<file path="src/rtl/uart_cmd_slave.sv">
// UART command slave: assembles 3-byte (MSB first) host commands into a 24-bit word
// and serialises 8-bit responses back to the host. RX and TX run independently.
module uart_cmd_slave #(
  parameter int unsigned BAUD_DIV = 2604
) (
  input  logic        clk,
  input  logic        rst,
  input  logic        RX,
  output logic        TX,
  output logic [23:0] cmd,
  output logic        cmd_rdy,
  input  logic        clr_cmd_rdy,
  input  logic [7:0]  resp,
  input  logic        send_resp,
  output logic        resp_sent
);

  localparam logic [15:0] BAUD_LAST = 16'(BAUD_DIV - 1);
  localparam logic [15:0] HALF_LAST = 16'(BAUD_DIV / 2 - 1);

  typedef enum logic [1:0] {RX_IDLE, RX_START, RX_DATA, RX_STOP} rx_state_e;
  typedef enum logic {TX_IDLE, TX_XMIT} tx_state_e;

  rx_state_e   rx_state_q, rx_state_d;
  tx_state_e   tx_state_q, tx_state_d;

  logic        rx_meta_q, rx_meta_d;
  logic        rx_sync_q, rx_sync_d;
  logic        rx_prev_q, rx_prev_d;
  logic [15:0] rx_baud_q, rx_baud_d;
  logic [3:0]  rx_bit_q, rx_bit_d;
  logic [7:0]  rx_shift_q, rx_shift_d;
  logic [1:0]  byte_cnt_q, byte_cnt_d;
  logic [15:0] hold_q, hold_d;
  logic [23:0] cmd_q, cmd_d;
  logic        cmd_rdy_q, cmd_rdy_d;

  logic [15:0] tx_baud_q, tx_baud_d;
  logic [3:0]  tx_bit_q, tx_bit_d;
  logic [9:0]  tx_frame_q, tx_frame_d;
  logic        resp_sent_q, resp_sent_d;

  logic        rx_fall, rx_half_hit, rx_full_hit, tx_full_hit;
  logic        byte_valid, frame_err;

  assign rx_fall     = rx_prev_q & ~rx_sync_q;
  assign rx_half_hit = (rx_baud_q == HALF_LAST);
  assign rx_full_hit = (rx_baud_q == BAUD_LAST);
  assign tx_full_hit = (tx_baud_q == BAUD_LAST);

  // RX state register and datapath flops
  always_ff @(posedge clk) begin
    if (rst) begin
      rx_state_q <= RX_IDLE;
      rx_meta_q  <= 1'b1;
      rx_sync_q  <= 1'b1;
      rx_prev_q  <= 1'b1;
      rx_baud_q  <= '0;
      rx_bit_q   <= '0;
      rx_shift_q <= '0;
      byte_cnt_q <= '0;
      hold_q     <= '0;
      cmd_q      <= '0;
      cmd_rdy_q  <= 1'b0;
    end else begin
      rx_state_q <= rx_state_d;
      rx_meta_q  <= rx_meta_d;
      rx_sync_q  <= rx_sync_d;
      rx_prev_q  <= rx_prev_d;
      rx_baud_q  <= rx_baud_d;
      rx_bit_q   <= rx_bit_d;
      rx_shift_q <= rx_shift_d;
      byte_cnt_q <= byte_cnt_d;
      hold_q     <= hold_d;
      cmd_q      <= cmd_d;
      cmd_rdy_q  <= cmd_rdy_d;
    end
  end

  always_comb begin
    rx_state_d = rx_state_q;
    case (rx_state_q)
      RX_IDLE:  if (rx_fall) rx_state_d = RX_START;
      RX_START: if (rx_half_hit) rx_state_d = rx_sync_q ? RX_IDLE : RX_DATA;
      RX_DATA:  if (rx_full_hit && (rx_bit_q == 4'd7)) rx_state_d = RX_STOP;
      RX_STOP:  if (rx_full_hit) rx_state_d = RX_IDLE;
      default:  rx_state_d = RX_IDLE;
    endcase
  end

  always_comb begin
    rx_meta_d  = RX;
    rx_sync_d  = rx_meta_q;
    rx_prev_d  = rx_sync_q;
    rx_baud_d  = rx_baud_q + 16'd1;
    rx_bit_d   = rx_bit_q;
    rx_shift_d = rx_shift_q;
    byte_valid = 1'b0;
    frame_err  = 1'b0;
    case (rx_state_q)
      RX_IDLE: rx_baud_d = '0;
      RX_DATA: begin
        if (rx_full_hit) begin
          rx_baud_d  = '0;
          rx_bit_d   = rx_bit_q + 4'd1;
          rx_shift_d = {rx_sync_q, rx_shift_q[7:1]};
        end
      end
      RX_STOP: begin
        if (rx_full_hit) begin
          byte_valid = rx_sync_q;
          frame_err  = ~rx_sync_q;
        end
      end
      default: ;
    endcase
    if (rx_state_d != rx_state_q) begin
      rx_baud_d = '0;
      rx_bit_d  = '0;
    end
  end

  // A byte-3 completion sets cmd_rdy after any clear, so the set wins
  always_comb begin
    byte_cnt_d = byte_cnt_q;
    hold_d     = hold_q;
    cmd_d      = cmd_q;
    cmd_rdy_d  = cmd_rdy_q;
    if (clr_cmd_rdy) cmd_rdy_d = 1'b0;
    if (frame_err) begin
      byte_cnt_d = 2'd0;
    end else if (byte_valid) begin
      case (byte_cnt_q)
        2'd0: begin
          hold_d[15:8] = rx_shift_q;
          byte_cnt_d   = 2'd1;
          cmd_rdy_d    = 1'b0;
        end
        2'd1: begin
          hold_d[7:0] = rx_shift_q;
          byte_cnt_d  = 2'd2;
        end
        default: begin
          cmd_d      = {hold_q, rx_shift_q};
          cmd_rdy_d  = 1'b1;
          byte_cnt_d = 2'd0;
        end
      endcase
    end
  end

  // TX state register and datapath flops; TX is the LSB of the frame shifter
  always_ff @(posedge clk) begin
    if (rst) begin
      tx_state_q  <= TX_IDLE;
      tx_baud_q   <= '0;
      tx_bit_q    <= '0;
      tx_frame_q  <= '1;
      resp_sent_q <= 1'b0;
    end else begin
      tx_state_q  <= tx_state_d;
      tx_baud_q   <= tx_baud_d;
      tx_bit_q    <= tx_bit_d;
      tx_frame_q  <= tx_frame_d;
      resp_sent_q <= resp_sent_d;
    end
  end

  always_comb begin
    tx_state_d = tx_state_q;
    case (tx_state_q)
      TX_IDLE: if (send_resp) tx_state_d = TX_XMIT;
      TX_XMIT: if (tx_full_hit && (tx_bit_q == 4'd9)) tx_state_d = TX_IDLE;
      default: tx_state_d = TX_IDLE;
    endcase
  end

  always_comb begin
    tx_baud_d   = tx_baud_q + 16'd1;
    tx_bit_d    = tx_bit_q;
    tx_frame_d  = tx_frame_q;
    resp_sent_d = resp_sent_q;
    case (tx_state_q)
      TX_IDLE: begin
        tx_baud_d = '0;
        if (send_resp) begin
          tx_frame_d  = {1'b1, resp, 1'b0};
          resp_sent_d = 1'b0;
        end
      end
      TX_XMIT: begin
        if (tx_full_hit) begin
          tx_baud_d  = '0;
          tx_bit_d   = tx_bit_q + 4'd1;
          tx_frame_d = {1'b1, tx_frame_q[9:1]};
          if (tx_bit_q == 4'd9) resp_sent_d = 1'b1;
        end
      end
      default: ;
    endcase
    if (tx_state_d != tx_state_q) begin
      tx_baud_d = '0;
      tx_bit_d  = '0;
    end
  end

  assign TX        = tx_frame_q[0];
  assign cmd       = cmd_q;
  assign cmd_rdy   = cmd_rdy_q;
  assign resp_sent = resp_sent_q;

endmodule

</file>
<file path="config.mk">
export PLATFORM = sky130hd
export DESIGN_NAME = uart_cmd_slave
export DESIGN_NICKNAME = d
export VERILOG_FILES = /design/src/rtl/uart_cmd_slave.sv
export SDC_FILE = /design/constraint.sdc
export NUM_CORES = 1
export LEC_CHECK = 0
export ABC_AREA = 0
export BUFFER_PORTS_ARGS = -buffer_cell sky130_fd_sc_hd__buf_4
export CORE_MARGIN = 2
export CORE_UTILIZATION = 28
export DETAILED_ROUTE_END_ITERATION = 7
export RECOVER_POWER = 100
export SYNTH_ARGS = -nofsm -noshare
export SYNTH_HDL_FRONTEND = slang
export SYNTH_SLANG_ARGS = --single-unit
export TNS_END_PERCENT = 20
</file>
<file path="constraint.sdc">
create_clock -name clk -period 1.8 [get_ports clk]
set_input_delay 0.54 -clock clk [delete_from_list [all_inputs] [get_ports clk]]
set_output_delay 0.54 -clock clk [all_outputs]
set_load 0.02 [all_outputs]
</file>
* After elaboration in Yosys (flattened, before gate mapping)
Index checks and enable logic that the tools add are counted.
Operators by class: reductions and logical operators 15, divide/modulo/power cells 0, $lt $le $gt $ge 0, shifts and indexed selects 0, bitwise logic cells 5, equal/unequal tests 14, add/sub/neg operators 4, multipliers 0, multiplexer cells 29
Operator list (number):
- case mux 16 bit (2 select lines) | 2
- adder 16 x 1 -> 16 bit, second input constant | 2
- equality test 16 x 12 -> 1 bit, second input constant | 2
- two-way mux 16 bit | 2
- two-way mux 10 bit | 2
- case mux 10 bit (2 select lines) | 1
- equality test 16 x 11 -> 1 bit, second input constant | 1
- two-way mux 1 bit | 12
- AND reduction 3 bit | 4
- two-way mux 2 bit | 5
- adder 4 x 1 -> 4 bit, second input constant | 2
- case mux 2 bit (4 select lines) | 1
- OR reduction 2 bit | 4
- case mux 1 bit (2 select lines) | 3
- AND reduction 2 bit | 3
- equality test 2 x 1 -> 1 bit, second input constant | 2
- equality test 2 bit, second input constant | 2
- equality test 4 x 3 -> 1 bit, second input constant | 1
- equality test 4 bit, second input constant | 1
- logical NOT 2 bit | 2
- != test 2 x 1 -> 1 bit, second input constant | 2
- inverter 1 bit | 4
- case mux 2 bit (2 select lines) | 1
- logical AND 1 bit | 2
- other kinds (4) | 4
Word-level totals: flip-flop bits (word level) 108, logic and storage cells 84, input port bits 13, ROM bits 0, memories kept 0, bits in latches 0, RAM bits 0

* Depth between registers and ports, before layout
depth after elaboration 6, mapped depth 7

* Least setup slack after synthesis
Ideal clock, no wire load.
path type register to register, start reg rx_baud_q[0], end reg rx_baud_q[10], required time 1.676 ns, path buffers 0, period minus slack after synthesis 1.904 ns, arrival 1.780 ns, cell stages (with the launch flop) 6, setup time 0.124 ns, path slack -0.104 ns, path through dfxtp_1 ha_1 or4b_2 o41a_1 a21oi_4 nor3_1
On the way: longest elaborated chain between the ends 6, elaborated cells between the ends (all ways) 12, classes of those cells 1 x add/sub; 3 x eq/ne; 6 x mux; 2 x reduce/logical
Ends and longest elaborated chain:
- from (decl) | RTL line 30 | logic [15:0] rx_baud_q, rx_baud_d;
- from (signal assigned) | RTL line 70 | rx_baud_q <= rx_baud_d;
- branches (longest 6 deep; another with adder 16 x 1 -> 16 bit)
Parallel ways; which one is timed is not known. A chain may end at the register's enable or synchronous reset.

* Worst setup path in the final report
start reg rx_baud_q[7], end reg rx_baud_q[14]
The elaborated chain is that of the path after synthesis.

==> out/metrics.csv <==
stage;metric;value;unit
outcome;status;finished with violations;
outcome;failing checks;negative setup slack;
cts;Root Driver;clkbuf_16;
cts;CTS tree;yes;
drt;initial drt markers;326;
die;die footprint;18110;um2
yosys;syn_nets;567;
yosys;sequential-to-total area share from yosys stat;44.86;%
cts;H-tree depth;3;
drt;routed wl met2;5679;um
global_route;largest net degree at the start of global routing;43;
worst_setup_path;flop2flop setup slack;-0.04;ns
global_route;total track usage;13.31;%
sta;final setup margin;-0.04123;ns
power_and_ir_drop;maximum VDD drop;0.3628;mV
cells_and_area;share of post-route cells with drive strength above 1;17.64;%
cells_and_area;ANT cells;0;
drt;Post-DRT Antenna Nets;0;
cts;Clock Tree Buf Depth;2;
yosys;Area contributors post-synth;dfxtp_1, nand4_1, a21oi_1, o21ai_0, nand3_1;
worst_setup_path;worst endpoint required time;2.05;ns
drt;total number of vias;4283;
place;placed cell area;5642;um2
yosys;Post-Syn Area;4775;um2
drt;post-DR vias/cell;5.111;
yosys;Synth Warn #;0;
drt;routed wl met3;349;um
global_route;grt ovf;0;
cells_and_area;nets@finish;632;
worst_setup_path;R2R Path End;rx_baud_q[14]$_SDFF_PP0_;
global_route;vias in the first global route;4051;
yosys;syn avg cell area;8.713;um2
cells_and_area;commonest non-fill, non-tap cells in the layout;dfxtp_1, a21oi_1, o21ai_0;
yosys;Synth cell types;51;
cts;Reg clk slew, reported paths;0.07;ns
drt;DRC errors left;0;
cts;Num CTS Buffers;9;
cells_and_area;P&R area growth vs syn;23.22;%
cts;worst skew pair latency;0.36;ns
worst_setup_path;Worst Path Max Fanout;5;
cts;clk sinks;107;
worst_setup_path;crit path capture type;flip-flop;
drt;first drt pass iteration count;5;
die;Top Ports;40;
worst_setup_path;kind of critical path;reg -> reg;
die;initial core utilization;28.69;%
worst_setup_path;FF-to-FF path depth;4;
die;num rows;47;
die;core area;16640;um2
yosys;Synth area leader;dfxtp_1;
yosys;asr flop ratio synth;0;%
global_route;global-route wire length before repair;19710;um
die;Die Wd;134.6;um
yosys;share of the synthesized area in the top cell type;44.86;%
drt;DRT Wirelength;11800;um
cts;hold_buf cts;0;
place;gpl congestion;0.8259;
power_and_ir_drop;LEAKAGE;1.887;nW
sta;Final period util;102.3;%
drt;top layer in use;met4;
cells_and_area;fin util;35.35;%
worst_setup_path;Worst setup endpoint;rx_baud_q[14]$_SDFF_PP0_;
drt;M1 wire length;5576;um
yosys;Post-synth EDFFs;0;
worst_setup_path;r2r startpoint;rx_baud_q[7]$_SDFF_PP0_;
drt;Avg WL per Cell;14.08;um
sta;fmax;0.5431;GHz
cells_and_area;commonest non-fill, non-tap cell in the layout;dfxtp_1;
place;input/output buffers;39;
sta;Final Slew Violations;0;
run;max-cap violations;0;
power_and_ir_drop;total power draw;4.526;mW
sta;Clock Skews;0.006879;ns
yosys;Top FF cell, synth;dfxtp_1;
sta;relative slew slack;66.08;%
die;Die Span Y;134.6;um
sta;final setup violation count;9;
sta;worst slew pin tran;0.5088;ns
sta;RSZ-0062 raised after global routing;true;
yosys;Cells after Synth;548;
power_and_ir_drop;P per Cell Area;769.3;nW/um2
sta;minimum clock period;1.841;ns
sta;final hold violations;0;
cells_and_area;design area;5883;um2
yosys;Yosys reg bits;107;
worst_setup_path;CP Launch Type;flip-flop;
global_route;antenna violations before repair;0;
worst_setup_path;CP arrival;2.09;ns
place;hpwl dp;8151;um
hold_path;worst hold path class;in -> reg;
worst_setup_path;crit path launch;rx_baud_q[7]$_SDFF_PP0_;
==> stage by stage <==
| step | TNS, ns | setup WS, ns | std cells | hold WS (ns) |
|---|---|---|---|---|
| after floorplan | 0 | 0.02100 | 548 | 0.3895 |
| after global placement | -0.1749 | -0.02361 | 819 | 0.3971 |
| after detailed placement | -0.6467 | -0.08154 | 819 | 0.3966 |
| after CTS | -0.1691 | -0.02788 | 837 | 0.3863 |
| after global routing | -3.347 | -0.1019 | 838 | 0.3919 |
| final | -0.2982 | -0.04123 | 838 | 0.3961 |
==> Yosys cell counts, types with 3 or more instances <==
master    instances
and4_1            6
nor2b_1           9
buf_2            10
nor2_1           32
clkbuf_1         30
nand4_1          49
and2_1            4
inv_1             7
nand2_1          16
nand3b_1          3
nor4_1            6
or3_1            11
or4_1             4
o31ai_1           4
o21ai_0          57
dfxtp_1         107
nand2b_1          5
a211oi_1         12
and3_1            4
or2_2             3
nand3_1          30
nor3_1           12
ha_1              6
xor2_1           13
and4bb_2          3
xnor2_1          11
a21oi_1          58
mux2i_1           7
==> logic make-up after synthesis <==
family	Yosys count	share of synthesized area, %
xor+xnor	24	4.402
compound gates	142	16.64
buf+inv	47	3.957
simple gates	214	26.86
flops	107	44.86
mux	8	1.703
fa+ha+maj	6	1.572
==> timing repair <==
action,in CTS,in global routing
pin swaps,2,3
buffers inserted,1,1
resized for setup,7,12
setup endpoints to repair,14,66
gates cloned,1,0
==> worst min-delay path by stage <==
stage / from / endpoint / slack [ns] / cells after the start
finish: RX / rx_meta_q$_SDFF_PP1_ / 0.40 / 2
global route: RX / rx_meta_q$_SDFF_PP1_ / 0.39 / 2
CTS: RX / rx_meta_q$_SDFF_PP1_ / 0.39 / 2
detailed placement: rx_meta_q$_SDFF_PP1_ / rx_prev_d$_SDFF_PP1_ / 0.40 / 1
global placement: rx_meta_q$_SDFF_PP1_ / rx_prev_d$_SDFF_PP1_ / 0.40 / 1
floorplan: rx_meta_q$_SDFF_PP1_ / rx_prev_d$_SDFF_PP1_ / 0.39 / 1
==> critical path, cell delays in order (launching register included) <==
cell	delay [ns]
dfxtp_2	0.33
or4_4	0.55
o41a_1	0.54
a21oi_4	0.23
nor3_1	0.08
==> report_power, final <==
| part | leakage (nW) | switching (mW) | internal [mW] | total (mW) |
|---|---|---|---|---|
| Sequential | 0.867 | 0.0152 | 2.39 | 2.40 |
| Clock | 0.143 | 0.953 | 1.01 | 1.96 |
| Combinational | 0.877 | 0.0929 | 0.0716 | 0.164 |
==> flip-flops by register name (all words and copies together), names as in the netlist, 2 cells and up <==
name	flops
hold_q	16
tx_baud_q	16
rx_shift_q	8
tx_bit_q	4
rx_baud_q	16
tx_frame_q	9
rx_bit_q	4
cmd	24
rx_state_q	2
byte_cnt_q	2
==> metal layers <==
layer / up-vias / track usage [%]
met5: - / 0
met4: 0 / 4.327
met3: 14 / 3.641
met2: 63 / 21.85
li1: 2174 / -
met1: 2032 / 16.97
==> layout make-up <==
class / count / area (um2)
tap: 220 / 275.3
multi-input combinational: 395 / 2524
clock buffer: 10 / 239.0
inverter: 7 / 26.28
clock inverter: 6 / 56.30
sequential: 107 / 2150
fill: 1709 / 10760
timing repair buffer: 93 / 613.1
Note: power is estimated with default switching activity, not from simulation.
